[src/rtl/acc_dvd_pkg.sv]
// rtl/acc_dvd_pkg.sv - shared widths, divider states and byte-order constants for acc_dvd
package acc_dvd_pkg;

    localparam int NBYTES = 4;
    localparam int WIDTH  = 16;

    typedef enum logic [1:0] {
        IDLE = 2'd0,
        CALC = 2'd1,
        HOLD = 2'd2
    } dvd_state_t;

    // Position of each operand byte in the producer stream
    localparam logic [1:0] IN_DVD_HI = 2'd0;
    localparam logic [1:0] IN_DVD_LO = 2'd1;
    localparam logic [1:0] IN_DSR_HI = 2'd2;
    localparam logic [1:0] IN_DSR_LO = 2'd3;

    // Position of each result byte in the consumer stream
    localparam logic [1:0] OUT_QUO_HI = 2'd0;
    localparam logic [1:0] OUT_QUO_LO = 2'd1;
    localparam logic [1:0] OUT_REM_HI = 2'd2;
    localparam logic [1:0] OUT_REM_LO = 2'd3;

endpackage

[src/rtl/dvd_core.sv]
// rtl/dvd_core.sv - 16-bit restoring divider, one quotient bit per cycle, result held until ack
module dvd_core
    import acc_dvd_pkg::*;
(
    input  logic             clk,
    input  logic             rst,
    input  logic             start,
    input  logic             ack,
    input  logic [WIDTH-1:0] dividend,
    input  logic [WIDTH-1:0] divisor,
    output logic             busy,
    output logic             done,
    output logic [WIDTH-1:0] quotient,
    output logic [WIDTH-1:0] remainder
);

    dvd_state_t       state;
    dvd_state_t       state_nxt;
    logic [3:0]       step;
    logic [WIDTH-1:0] rem_q;
    logic [WIDTH-1:0] quo_q;
    logic [WIDTH-1:0] dsr_q;

    logic [WIDTH:0]   rem_sh;
    logic             fits;
    logic [WIDTH-1:0] rem_nxt;
    logic [WIDTH-1:0] quo_nxt;

    // A zero divisor always "fits", which naturally yields all-ones quotient and remainder = dividend
    always_comb begin
        rem_sh  = {rem_q, quo_q[WIDTH-1]};
        fits    = (rem_sh >= {1'b0, dsr_q});
        rem_nxt = fits ? WIDTH'(rem_sh - {1'b0, dsr_q}) : rem_sh[WIDTH-1:0];
        quo_nxt = {quo_q[WIDTH-2:0], fits};
    end

    always_ff @(posedge clk or posedge rst) begin
        if (rst) begin
            state <= IDLE;
        end else begin
            state <= state_nxt;
        end
    end

    always_comb begin
        state_nxt = state;
        case (state)
            IDLE:    if (start) state_nxt = CALC;
            CALC:    if (step == 4'd15) state_nxt = HOLD;
            HOLD:    if (ack) state_nxt = IDLE;
            default: state_nxt = IDLE;
        endcase
    end

    always_ff @(posedge clk or posedge rst) begin
        if (rst) begin
            step  <= '0;
            rem_q <= '0;
            quo_q <= '0;
            dsr_q <= '0;
        end else begin
            case (state)
                IDLE: begin
                    if (start) begin
                        step  <= '0;
                        rem_q <= '0;
                        quo_q <= dividend;
                        dsr_q <= divisor;
                    end
                end
                CALC: begin
                    step  <= step + 4'd1;
                    rem_q <= rem_nxt;
                    quo_q <= quo_nxt;
                end
                default: begin
                end
            endcase
        end
    end

    assign busy      = (state != IDLE);
    assign done      = (state == HOLD);
    assign quotient  = quo_q;
    assign remainder = rem_q;

endmodule

[src/rtl/acc_dvd.sv]
// rtl/acc_dvd.sv - byte-serial 16-bit divide accelerator: input assembler, divider core, output buffer
module acc_dvd
    import acc_dvd_pkg::*;
#(
    parameter int NBYTES = acc_dvd_pkg::NBYTES
) (
    input  logic       clk,
    input  logic       rstIw,
    input  logic       rstOw,
    input  logic       StartData,
    input  logic       ReceiveData,
    input  logic [7:0] Input_Data,
    output logic       OutBuffFull,
    output logic       ReadyToAccept,
    output logic [7:0] Output_Data
);

    logic [1:0]       cnt;
    logic             loaded;
    logic [WIDTH-1:0] dividend_q;
    logic [WIDTH-1:0] divisor_q;

    logic             busy;
    logic             done;
    logic             start;
    logic             ack;
    logic             capture;
    logic [WIDTH-1:0] quotient;
    logic [WIDTH-1:0] remainder;

    logic [7:0]       buff [NBYTES];
    logic [1:0]       ptr;
    logic             full;

    assign ReadyToAccept = !loaded && !busy;
    assign capture       = StartData && ReadyToAccept;
    assign start         = loaded && !busy;
    // The handoff waits for an empty buffer so a pending result is never overwritten
    assign ack           = done && !full;

    always_ff @(posedge clk or posedge rstIw) begin
        if (rstIw) begin
            cnt        <= '0;
            loaded     <= 1'b0;
            dividend_q <= '0;
            divisor_q  <= '0;
        end else if (ack) begin
            cnt    <= '0;
            loaded <= 1'b0;
        end else if (capture) begin
            case (cnt)
                IN_DVD_HI: dividend_q[15:8] <= Input_Data;
                IN_DVD_LO: dividend_q[7:0]  <= Input_Data;
                IN_DSR_HI: divisor_q[15:8]  <= Input_Data;
                default:   divisor_q[7:0]   <= Input_Data;
            endcase
            cnt <= cnt + 2'd1;
            if (cnt == IN_DSR_LO) begin
                loaded <= 1'b1;
            end
        end
    end

    dvd_core u_core (
        .clk       (clk),
        .rst       (rstIw),
        .start     (start),
        .ack       (ack),
        .dividend  (dividend_q),
        .divisor   (divisor_q),
        .busy      (busy),
        .done      (done),
        .quotient  (quotient),
        .remainder (remainder)
    );

    always_ff @(posedge clk or posedge rstOw) begin
        if (rstOw) begin
            full <= 1'b0;
            ptr  <= '0;
            for (int i = 0; i < NBYTES; i++) begin
                buff[i] <= '0;
            end
        end else if (ack) begin
            buff[OUT_QUO_HI] <= quotient[15:8];
            buff[OUT_QUO_LO] <= quotient[7:0];
            buff[OUT_REM_HI] <= remainder[15:8];
            buff[OUT_REM_LO] <= remainder[7:0];
            ptr              <= '0;
            full             <= 1'b1;
        end else if (ReceiveData && full) begin
            ptr <= ptr + 2'd1;
            if (ptr == 2'(NBYTES - 1)) begin
                full <= 1'b0;
            end
        end
    end

    assign OutBuffFull = full;
    assign Output_Data = full ? buff[ptr] : 8'h00;

endmodule

[config.mk]
export PLATFORM = sky130hd
export DESIGN_NAME = acc_dvd
export DESIGN_NICKNAME = d
export VERILOG_FILES = /design/src/rtl/acc_dvd_pkg.sv /design/src/rtl/dvd_core.sv /design/src/rtl/acc_dvd.sv
export SDC_FILE = /design/constraint.sdc
export NUM_CORES = 1
export LEC_CHECK = 0
export ABC_AREA = 1
export BUFFER_PORTS_ARGS = -buffer_cell sky130_fd_sc_hd__buf_2
export CAP_MARGIN = 10
export CORE_MARGIN = 3
export CORE_UTILIZATION = 25
export CTS_BUF_LIST = sky130_fd_sc_hd__clkbuf_8
export DETAILED_ROUTE_END_ITERATION = 10
export SYNTH_ARGS = -nofsm -noshare
export SYNTH_HDL_FRONTEND = slang
export SYNTH_SLANG_ARGS = --single-unit
[constraint.sdc]
create_clock -name clk -period 3.3 [get_ports clk]
set_input_delay 0.825 -clock clk [delete_from_list [all_inputs] [get_ports clk]]
set_output_delay 0.825 -clock clk [all_outputs]
set_load 0.01 [all_outputs]
==> results.md, run 1 <==
- Status: finished, final reports clean
- Die X: between 150 and 200 um
- Nets: roughly 850
- Seq/Total Area, Yosys: between 40% and 50%
- Pwr dens: roughly 1100 nW/um^2
- Crit path kind: flop to output port
- FF+latch area: ~3100 um^2
- Dpl hpwl: approximately 12 mm
- Final Hold Violating Endpoints: 0
- Worst path required time: between 2 and 2.5 ns
- Syn_nets: ~830
- Post-route DRC: 0
- Mapped cell area: slightly below 7000 um^2
- Cell variety after synth: 43
- Post-synth top cells: nand2_1 (196), dfrtp_1 (124), inv_1 (111), o21ai_0 (83), nand3_1 (33)
- Root Driver: clkbuf_8
- Multi-input logic area: between 3000 and 4000 um^2
- Clock sink count: between 100 and 150
- Ys async rst share: between 90% and 100%
- IO Pins: 23
- Critical Path Max Stage Delay: roughly 0.89 ns
- Die H: ~170 um
- Number of synthesized flops with an enable pin: 0
- Most common cell in the netlist: nand2_1
- Global Route Usage Sum: between 10% and 20%
- Fill count: around 2.8k
- Internal Pwr Total: about 4.5 mW
- Post-CTS Setup Inserts: 0
- Post-placement cell area: 7190 um^2
- Post-route ant nets: 0
- P&R area growth vs syn: 12.1%
- Syn avg cell area: about 8.5 um^2
- Synth Flop Type: dfrtp_1
- Hold crit path type: primary input to async pin
- Hold WS: between 0.3 and 0.4 ns
- Synth top area share: a little under half
- Largest cells by area after synthesis: dfrtp_1 (46%), nand2_1 (11%), inv_1 (6.2%), o21ai_0 (6.2%), ha_1 (4.1%)
- 1st-iter DRT viols: roughly 450
- Final instance area: approximately 7600 um^2
- Routability cong.: approximately 0.85
- Crit-path cells: inv_1 > o21ai_0 > a21oi_1 > buf_2
- DR pass1 iterations: 7
- Largest net degree at the start of global routing: 71
- Slowest cell on crit path: dfrtp_1
- Sum of negative setup slack: 0 ns
- Vias in the first global route: 4890
- Layout cells sized above 1: around a fifth
- Starting Density: between 20 and 30%
- Arr. time, crit path: between 1.5 and 2 ns
- CTS tree: yes
- Grt total ovfl: 0
- #FFs+latches synth: ~120
- RSZ-0062 raised after global routing: no
- Sw power: roughly 4.2 mW
- CTS resizes: 0
- H-tree depth: 4
- Worst VDD drop: just over 0.0004 V
- Reg clk slew, reported paths: 0.08 ns
- Antenna Diode Count: 0
- Max clock buf depth: 2
- DR WL/cell: around 13 um
- Vias: ~5k
- Max Transition Viols Final: 0
- Cells after Synth: 793
- Min cycle time layout: roughly 2.8 ns
- CP Max Fanout: 32
- Clock Skew: roughly 0.0093 ns
- Leakage: approximately 3.7 nW
- Warnings, synthesis: 0
- Combinational Power Share: 55.6%
- Routed Wire Length: about 16 mm
- Fmax achieved: 358 MHz
- Slew HR: 30.1%
- # hold bufs at CTS: 0
- Sw Ratio: about half
- Max cap viols: 0
- Initial antenna violation count: 0
- Nature of the critical path startpoint: flop
- Power Total: just under 9 mW
- Core area: around 26000 um^2
- Num CTS Buffers: 17
- Full die area: about 29000 um^2
- Period utilization: 84.6%
- Vias per std cell: 4.31
- First-pass GRT wire length: between 20 and 30 mm
- Largest area contributor in the netlist: dfrtp_1
- IO Port Bufs: 22
- Worst slew pin tran: 1.05 ns
- Row cnt: ~60
- Worst-Skew Late Latency: between 0.4 and 0.5 ns
- Reg power frac: a little under a third
- Clock Power Share: 14.0%
- Endpoints failing setup: 0
- Crit. End Element: output port
## final timing paths
| check | to | slack, ns | depth (start not counted) | start |
|---|---|---|---|---|
| setup / recovery | Output_Data[7] | 0.51 | 4 | ptr[0]$_DFFE_PP0P_ |
| hold reg to reg | divisor_q[2]$_DFFE_PP0P_ | 0.49 | 2 | divisor_q[2]$_DFFE_PP0P_ |
| setup reg to reg | u_core.remainder[2]$_DFFE_PP0P_ | 1.15 | 12 | u_core.remainder[3]$_DFFE_PP0P_ |
| hold / removal | u_core.dsr_q[13]$_DFFE_PP0P_ | 0.36 | 2 | rstIw |
| max in group asynchronous | u_core.remainder[6]$_DFFE_PP0P_ | 2.25 | 3 | rstIw |
| min in group clk | divisor_q[2]$_DFFE_PP0P_ | 0.49 | 2 | divisor_q[2]$_DFFE_PP0P_ |
## state kept, by name, summed over array words and instances (netlist names), 2 cells and up
signal,flops
cnt,2
u_core.dsr_q,16
u_core.quotient,16
dividend_q,16
u_core.state,2
ptr,2
u_core.remainder,16
u_core.step,4
divisor_q,16
buff,32
## per-stage QoR
stage                     std cells  util (%)  worst slack [ns]
after global placement         1129      27.4              1.03
after floorplan                 793         -             0.168
after global routing           1161      28.8             0.277
after CTS                      1161      28.8             0.489
final                          1161      28.8             0.507
after detailed placement       1129      27.4             0.993
## layout make-up
cell class / count / share of cell area (%)
clock buffer: 18 / 3.28
sequential: 124 / 41.1
clock inverter: 14 / 1.51
inverter: 127 / 6.33
multi-input combinational: 515 / 40.1
timing repair buffer: 28 / 2.22
tap: 335 / 5.55
## logic make-up (layout without fill, tap and decap cells)
logic type	after synthesis	count (layout)	synth area share, %
AO/OA/AOI/OAI	142	142	11.7
XOR/XNOR	7	7	0.910
adder cells (fa/ha/maj)	23	23	4.38
buffers and inverters	154	187	9.17
flip-flops	124	124	46.1
multiplexers	23	23	3.84
AND/OR/NAND/NOR	320	320	23.9
## worst max-delay path, delay by kind of cell (launching register included)
kind,cells,cell delay [ns]
DFF,1,0.89
buffers and inverters,2,0.33
AOI/OAI and AO/OA,2,0.31
## cell usage in the layout, fill, tap and decap left out, types with 5 or more instances in the layout
cell,synthesis,final
mux2_2,23,23
buf_2,3,22
dfrtp_1,124,124
nand3_2,23,23
o21ai_0,83,83
nand2_1,196,196
o21ai_1,8,8
clkbuf_8,0,18
nor2_1,21,19
inv_2,14,14
nand3_1,33,33
buf_4,1,5
a21oi_1,22,22
nor2_4,7,8
nor2_2,4,5
o211ai_1,20,20
ha_1,22,22
inv_1,111,110
nand2_2,18,18
## per-layer routing
layer | vias to the layer above | GRT usage (%) | share of wire (%)
li1 | 2577 | - | -
met1 | 2334 | 15.4 | 49
met2 | 73 | 18.0 | 46
met3 | 15 | 2.81 | 3.5
met4 | 0 | 3.25 | 1.3
met5 | - | 0 | 0
## power by group through the flow
stage               Combinational, mW  Sequential, mW  Clock, mW
floorplan                        4.03            2.46          0
global placement                 4.79            2.65          0
detailed placement               4.85            2.67          0
CTS                              4.89            2.64       1.25
global route                     5.53            2.73       1.32
finish                           4.83            2.64       1.22
(Power assumes the default switching activity.)
==> inputs of run 2 (changes only) <==
- clock period: 3.3 -> 2.3 ns (I/O delays scaled with it)
==> run 2 against run 1 <==
Critical path depth up 1. Setup slack worse by 0.40 ns. Global-route usage up 0.31 points. Routed wire length up 4.3%. Sequential share of layout area down 0.46 points. Largest cell class unchanged.
==> results.md, run 2 (synthesized netlist as in run 1, its figures left out) <==
- Status: finished, final reports clean
- Critical Path Max Stage Delay: 0.39 ns (-0.50 ns)
- R2R setup slack: 0.20 ns (-0.95 ns)
- Most frequent cells in the layout: nand2_1 (196), dfrtp_1 (123), inv_1 (115)
- Post-place setup slack: 0.175 ns (-0.818 ns)
- Crit-path cells: buf_6 > buf_4 > o21ai_0 > a21oi_1 > buf_2
- Num CTS Buffers: 17 (unchanged)
- Root Driver: clkbuf_8
- Die X: 170 um (unchanged)
- Inst Count DP: 1131 (+0.18%)
- Max cap viols: 0 (unchanged)
- Largest Register: buff
- Origin of the worst setup path: ptr[0]$_DFFE_PP0P_
- Crit. End Element: output port
- Max clock buf depth: 2 (unchanged)
- Crit path capture: Output_Data[1]
- Antenna Diode Count: 0 (unchanged)
- Arr. time, crit path: 1.62 ns (-0.35 ns)
- Reg2reg end: u_core.remainder[8]$_DFFE_PP0P_
- Die H: 170 um (unchanged)
- Hold crit path type: primary input to async pin
- # hold bufs at CTS: 0 (unchanged)
- Worst slew pin tran: 0.676 ns (-0.371 ns)
- Nets: 858 (+1.1%)
- Clock sink count: 124 (unchanged)
- Sum of negative setup slack: 0 ns (unchanged)
- DR pass1 iterations: 4 (-3)
- CTS tree: yes
- IO Pins: 23 (unchanged)
- Final Non-Filler Cells: 1168 (+0.60%)
- Largest net degree at the start of global routing: 74 (+4.2%)
- Final Hold Violating Endpoints: 0 (unchanged)
- Max Transition Viols Final: 0 (unchanged)
- Pwr dens: 1680 nW/um^2 (+46%)
- Worst r2r src: u_core.quotient[15]$_DFFE_PP0P_
- Fill count: 2796 (-0.92%)
- 1st-iter DRT viols: 347 (-23%)
- Clock Skew: 0.0143 ns (+0.00499 ns)
- DR WL/cell: 14.0 um (+3.7%)
- Routed Wire Length: 16.3 mm (+4.3%)
- Post-route DRC: 0 (unchanged)
- Global Route Usage Sum: 11.7% (+0.31 points)
- IO Port Bufs: 22 (unchanged)
- Dpl hpwl: 11.9 mm (+3.3%)
- Crit path kind: flop to output port
- Slowest cell on crit path: dfrtp_1
- Initial antenna violation count: 1 (+1)
- Post-route ant nets: 0 (unchanged)
- Slew HR: 54.9% (+25 points)
- Min cycle time layout: between 2 and 2.5 ns
- Final worst slack: 0.107 ns (-0.401 ns)
- CP Max Fanout: 16 (-50%)
- Grt total ovfl: 0 (unchanged)
- Worst VDD drop: 0.000588 V (+44%)
- Commonest non-fill, non-tap cell in the layout: nand2_1
- Vias per std cell: 4.43 (+3.0%)
- Endpoints failing setup: 0 (unchanged)
- First-pass GRT wire length: 26.6 mm (+2.8%)
- Leakage: 3.73 nW (+2.0%)
- GRT met2 Usage: 18.3% (+0.29 points)
- Layout cells sized above 1: 20.4% (+0.31 points)
- Fmax achieved: around 460 MHz
- Worst-case reg-to-reg path depth: 11 (-1)
- Period utilization: a little over nine tenths
- H-tree depth: 4 (unchanged)
- Row cnt: 59 (unchanged)
- Vias: 5180 (+3.6%)
- Met1 Usage GRT: 15.3% (-0.13 points)
- Vias in the first global route: 5039 (+3.0%)
- Max reg flops: 32 (unchanged)
- M3 GR Usage: 3.97% (+1.2 points)
- Core area: 26300 um^2 (unchanged)
- Nature of the critical path startpoint: flop
- Routability cong.: 0.898 (+5.8%)
- Full die area: 29000 um^2 (unchanged)
- Worst path required time: 1.73 ns (-0.74 ns)
- Worst-Skew Late Latency: 0.44 ns (about the same)
- Reg clk slew, reported paths: 0.07 ns (about the same)
- Grt peak-use layer: met2
- P&R area growth vs syn: 13.5%
- Starting Density: 25.6% (unchanged)
run 2: critical path: cells and delay by family, from the launching register on:
| family | cells | cell delay, ns |
|---|---|---|
| buffers and inverters | 3 | 0.45 |
| DFF | 1 | 0.39 |
| AOI/OAI and AO/OA | 2 | 0.34 |
run 2: power breakdown:
| part | switching [mW] | total [mW] | internal [mW] | leakage (nW) |
|---|---|---|---|---|
| combinational | 4.77 | 7.42 | 2.64 | 1.94 |
| sequential | 0.521 | 3.66 | 3.14 | 1.59 |
| clock | 0.832 | 1.79 | 0.955 | 0.204 |
| total | 6.13 | 12.9 | 6.74 | 3.73 |
run 2: timing repair:
| item | 4_1_cts | 5_1_grt |
|---|---|---|
| resized for setup | 1 | 4 |
| endpoints found under the hold margin | 0 | 0 |
| endpoints found under the setup margin | 4 | 15 |
| setup buffers | 0 | 7 |
| pin swaps | 0 | 3 |
run 2: through the flow:
stage	power (mW)	util (%)	hold slack (ns)	area, um^2
6_report	12.9	29.1	0.131	7640
5_1_grt	14.1	29.1	0.114	7640
4_1_cts	12.7	28.8	0.110	7570
3_5_place_dp	10.9	27.4	0.466	7210
3_3_place_gp	10.8	27.4	0.457	7210
2_1_floorplan	9.32	-	0.444	6740
run 2: final cells by class:
cell class              instances  area, um^2  share of cell area (%)
repair buffers                 37         251                    3.29
clock inverters                12         111                    1.46
clock buffers                  18         248                    3.24
well taps                     335         419                    5.48
multi-input cells             515        3030                    39.6
inverters                     127         480                    6.28
flip-flops and latches        124        3100                    40.6
run 2: worst min-delay path by stage:
stage / start / to / slack [ns] / depth (start not counted)
2_1_floorplan: buff[30]$_DFFE_PP0P_ / buff[30]$_DFFE_PP0P_ / 0.44 / 2
3_3_place_gp: buff[30]$_DFFE_PP0P_ / buff[30]$_DFFE_PP0P_ / 0.46 / 2
3_5_place_dp: divisor_q[7]$_DFFE_PP0P_ / divisor_q[7]$_DFFE_PP0P_ / 0.47 / 2
4_1_cts: rstIw / divisor_q[14]$_DFFE_PP0P_ / 0.11 / 2
5_1_grt: rstIw / divisor_q[13]$_DFFE_PP0P_ / 0.11 / 2
6_report: rstIw / divisor_q[13]$_DFFE_PP0P_ / 0.13 / 2
run 2: layer usage:
layer  part of all wire (%)  wire [um]
met5                  0.080         13
met4                    1.6        267
met3                    4.2        680
met2                     46       7510
met1                     48       7870
==> inputs of run 3 (changes only) <==
- ABC_AREA: 1 -> unset
==> run 3 against run 2 <==
The flow now finishes with violations (negative setup slack). Non-clock buffer count grew 42. Sequential share of layout area down 0.82 points. Sequential power grew 5.5%. Cell count is 13% lower. Critical path type unchanged.
==> results.md, run 3 <==
- Status: finished, violations left
- Failing checks: negative setup slack
- Nets: 718 (-16%)
- Core area: 24600 um^2 (-6.4%)
- Sum of negative setup slack: -0.433 ns (-0.433 ns)
- Starting Density: 25.7% (+0.057 points)
- Worst-Skew Late Latency: 0.44 ns (about the same)
- P&R area growth vs syn: 23.5%
- Min cycle time layout: 2.39 ns (+0.194 ns)
- Syn_nets: 648 (-22%)
- Nature of the critical path startpoint: flop
- Worst-case reg-to-reg path depth: 9 (-2)
- Final Hold Violating Endpoints: 0 (unchanged)
- Worst path required time: 1.73 ns (about the same)
- Crit-path cells: buf_8 > mux4_2 > and2_4 > buf_6
- Cell variety after synth: 54 (+26%)
- Hold crit path type: primary input to async pin
- Reg clk slew, reported paths: 0.07 ns (about the same)
- Largest cells by area after synthesis: dfrtp_1 (49%), nand2_1 (9.1%), mux2_2 (8.5%), ha_1 (4.4%), mux4_2 (2.8%)
- Initial antenna violation count: 0 (-1)
- Most common cell in the netlist: nand2_1
- Max reg flops: 32 (unchanged)
- Clock sink count: 124 (unchanged)
- Arr. time, crit path: 1.81 ns (+0.19 ns)
- Syn avg cell area: 10.3 um^2 (+22%)
- Buf/Inv on CP: 2 (-1)
- Num CTS Buffers: 17 (unchanged)
- Routability cong.: 0.866 (-3.6%)
- Mux contribution to synthesized area: 13.8% (+9.9 points)
- Antenna Diode Count: 0 (unchanged)
- Endpoints failing setup: 7 (+7)
- # hold bufs at CTS: 0 (unchanged)
- Final worst slack: -0.0874 ns (-0.194 ns)
- Vias: 4700 (-9.3%)
- Largest Register: buff
- Max clock buf depth: 2 (unchanged)
- CTS tree: yes
- Commonest non-fill, non-tap cell in the layout: nand2_1
- Critical Path Max Stage Delay: 0.52 ns (+0.13 ns)
- Crit. End Element: output port
- Reg2reg end: u_core.remainder[13]$_DFFE_PP0P_
- 1st-iter DRT viols: 310 (-11%)
- Die X: 165 um (-3.0%)
- Worst VDD drop: 0.000597 V (+1.7%)
- Die H: 165 um (-3.0%)
- Inst Count DP: 977 (-14%)
- CP Max Fanout: 6 (-10)
- Root Driver: clkbuf_8
- Max Transition Viols Final: 0 (unchanged)
- Global Route Usage Sum: 12.1% (+0.40 points)
- Post-route DRC: 0 (unchanged)
- Post-Synth XOR/XNOR Area: 1.25% (+0.34 points)
- Routed Wire Length: 15.7 mm (-3.8%)
- Seq/Total Area, Yosys: 49.1% (+3.0 points)
- RSZ-0062 raised after global routing: yes
- Most frequent cells in the layout: nand2_1 (153), dfrtp_1 (122), mux2_2 (48), buf_4 (48), o21ai_0 (29)
- R2R setup slack: 0.05 ns (-0.15 ns)
- Power Total: 12.7 mW (-1.2%)
- Crit path kind: flop to output port
- DR WL/cell: 15.4 um (+10%)
- Post-route ant nets: 0 (unchanged)
- Final Non-Filler Cells: 1019 (-13%)
- Levels on crit path: 4 (-1)
- Fin util: 31.7% (+2.6 points)
- Fmax achieved: 419 MHz (-8.1%)
- Complex-gate fraction of the synthesized area: 12.2% (+0.53 points)
- First-pass GRT wire length: 25.5 mm (-4.2%)
- Post-synth top cells: nand2_1 (154), dfrtp_1 (124), mux2_2 (48), o21ai_0 (32), clkbuf_1 (24)
- #FFs+latches synth: 124 (unchanged)
- Max cap viols: 0 (unchanged)
- Warnings, synthesis: 0 (unchanged)
- H-tree depth: 4 (unchanged)
- Slew HR: 58.3% (+3.4 points)
- Delay-heaviest family, CP: multiplexers
- Vias per std cell: 4.61 (+4.0%)
- Post-Synth Simple-Gate Area: 15.7% (-8.3 points)
- Largest net degree at the start of global routing: 40 (-46%)
- Row cnt: 57 (-3.4%)
- Largest area contributor in the netlist: dfrtp_1
- Slowest cell on crit path: mux4_2
- Full die area: 27200 um^2 (-5.9%)
- IO Pins: 23 (unchanged)
- Main combinational cell family by area after synthesis: simple AND/OR/NAND/NOR gates
- Synth Area in Adders: 4.67% (+0.29 points)
- Period utilization: 104% (+8.4 points)
- Mapped cell area: 6320 um^2 (-6.2%)
- Grt total ovfl: 0 (unchanged)
- Clock Skew: 0.00993 ns (-0.00440 ns)
- Ys async rst share: 100% (unchanged)
- Leakage: 3.66 nW (-1.9%)
- Cells after Synth: 612 (-23%)
- Layout cells sized above 1: 31.2% (+11 points)
- Worst slew pin tran: 0.624 ns (-0.0522 ns)
- Synth top area share: 49.1% (+3.0 points)
- Pwr dens: 1630 nW/um^2 (-3.2%)
- Number of synthesized flops with an enable pin: 0 (unchanged)
- Worst r2r src: u_core.remainder[0]$_DFFE_PP0P_
- Fill count: 2498 (-11%)
- Synth Flop Type: dfrtp_1
- Dpl hpwl: 11.3 mm (-5.3%)
- Vias in the first global route: 4627 (-8.2%)
- DR pass1 iterations: 5 (+1)
- IO Port Bufs: 22 (unchanged)
run 3: layout make-up:
type / count / area, um^2 / share of cell area (%)
multi-input combinational: 439 / 3190 / 40.8
sequential: 124 / 3110 / 39.8
timing repair buffer: 79 / 654 / 8.38
tap: 324 / 405 / 5.19
clock buffer: 17 / 234 / 3.00
clock inverter: 15 / 136 / 1.75
inverter: 21 / 82.6 / 1.06
run 3: worst max path at each step:
stage,start,to,slack (ns)
floorplan,u_core.remainder[8]$_DFFE_PP0P_,u_core.remainder[15]$_DFFE_PP0P_,0.02
global placement,u_core.remainder[1]$_DFFE_PP0P_,u_core.remainder[10]$_DFFE_PP0P_,0.04
detailed placement,u_core.quotient[15]$_DFFE_PP0P_,u_core.remainder[10]$_DFFE_PP0P_,-0.08
CTS,ptr[0]$_DFFE_PP0P_,Output_Data[3],-0.12
global route,ptr[0]$_DFFE_PP0P_,Output_Data[1],-0.17
finish,ptr[0]$_DFFE_PP0P_,Output_Data[0],-0.09
run 3: worst reg2reg max path, delay by kind of cell (launching register included):
family | cells | cell delay [ns]
flip-flops | 1 | 0.45
adder cells (fa/ha/maj) | 1 | 0.30
AND/OR/NAND/NOR | 1 | 0.06
buffers and inverters | 2 | 0.28
AO/OA/AOI/OAI | 5 | 1.04
run 3: cell families after synthesis:
| logic type | count (synthesis) |
|---|---|
| simple gates | 229 |
| compound gates | 106 |
| fa+ha+maj | 23 |
| flops | 124 |
| xor+xnor | 9 |
| mux | 71 |
| buf+inv | 50 |
run 3: power by group:
part / internal (mW) / total [mW] / switching [mW]
clock network: 0.940 / 1.80 / 0.858
registers: 3.13 / 3.86 / 0.727
logic: 3.49 / 7.05 / 3.56
run 3: metrics by stage:
step           hold slack (ns)  setup slack [ns]  instance area [um^2]
6_report                 0.216           -0.0874                  7800
5_1_grt                  0.229            -0.169                  7800
4_1_cts                  0.212            -0.120                  7620
3_5_place_dp             0.462           -0.0848                  7140
3_3_place_gp             0.455            0.0387                  7140
2_1_floorplan            0.440            0.0213                  6350
run 3: per-layer routing:
layer | up-vias | global-route usage [%] | part of all wire (%)
li1 | 2279 | - | -
met1 | 2309 | 17.6 | 49
met2 | 100 | 17.9 | 45
met3 | 12 | 3.11 | 4.6
met4 | 0 | 2.63 | 0.69
met5 | - | 0 | 0
run 3: what timing repair did:
| action | 4_1_cts | 5_1_grt |
|---|---|---|
| pin swaps | 1 | 9 |
| buffers inserted | 3 | 5 |
| cloned | 2 | 1 |
| gates resized for setup | 10 | 38 |
| setup endpoints to repair | 10 | 25 |
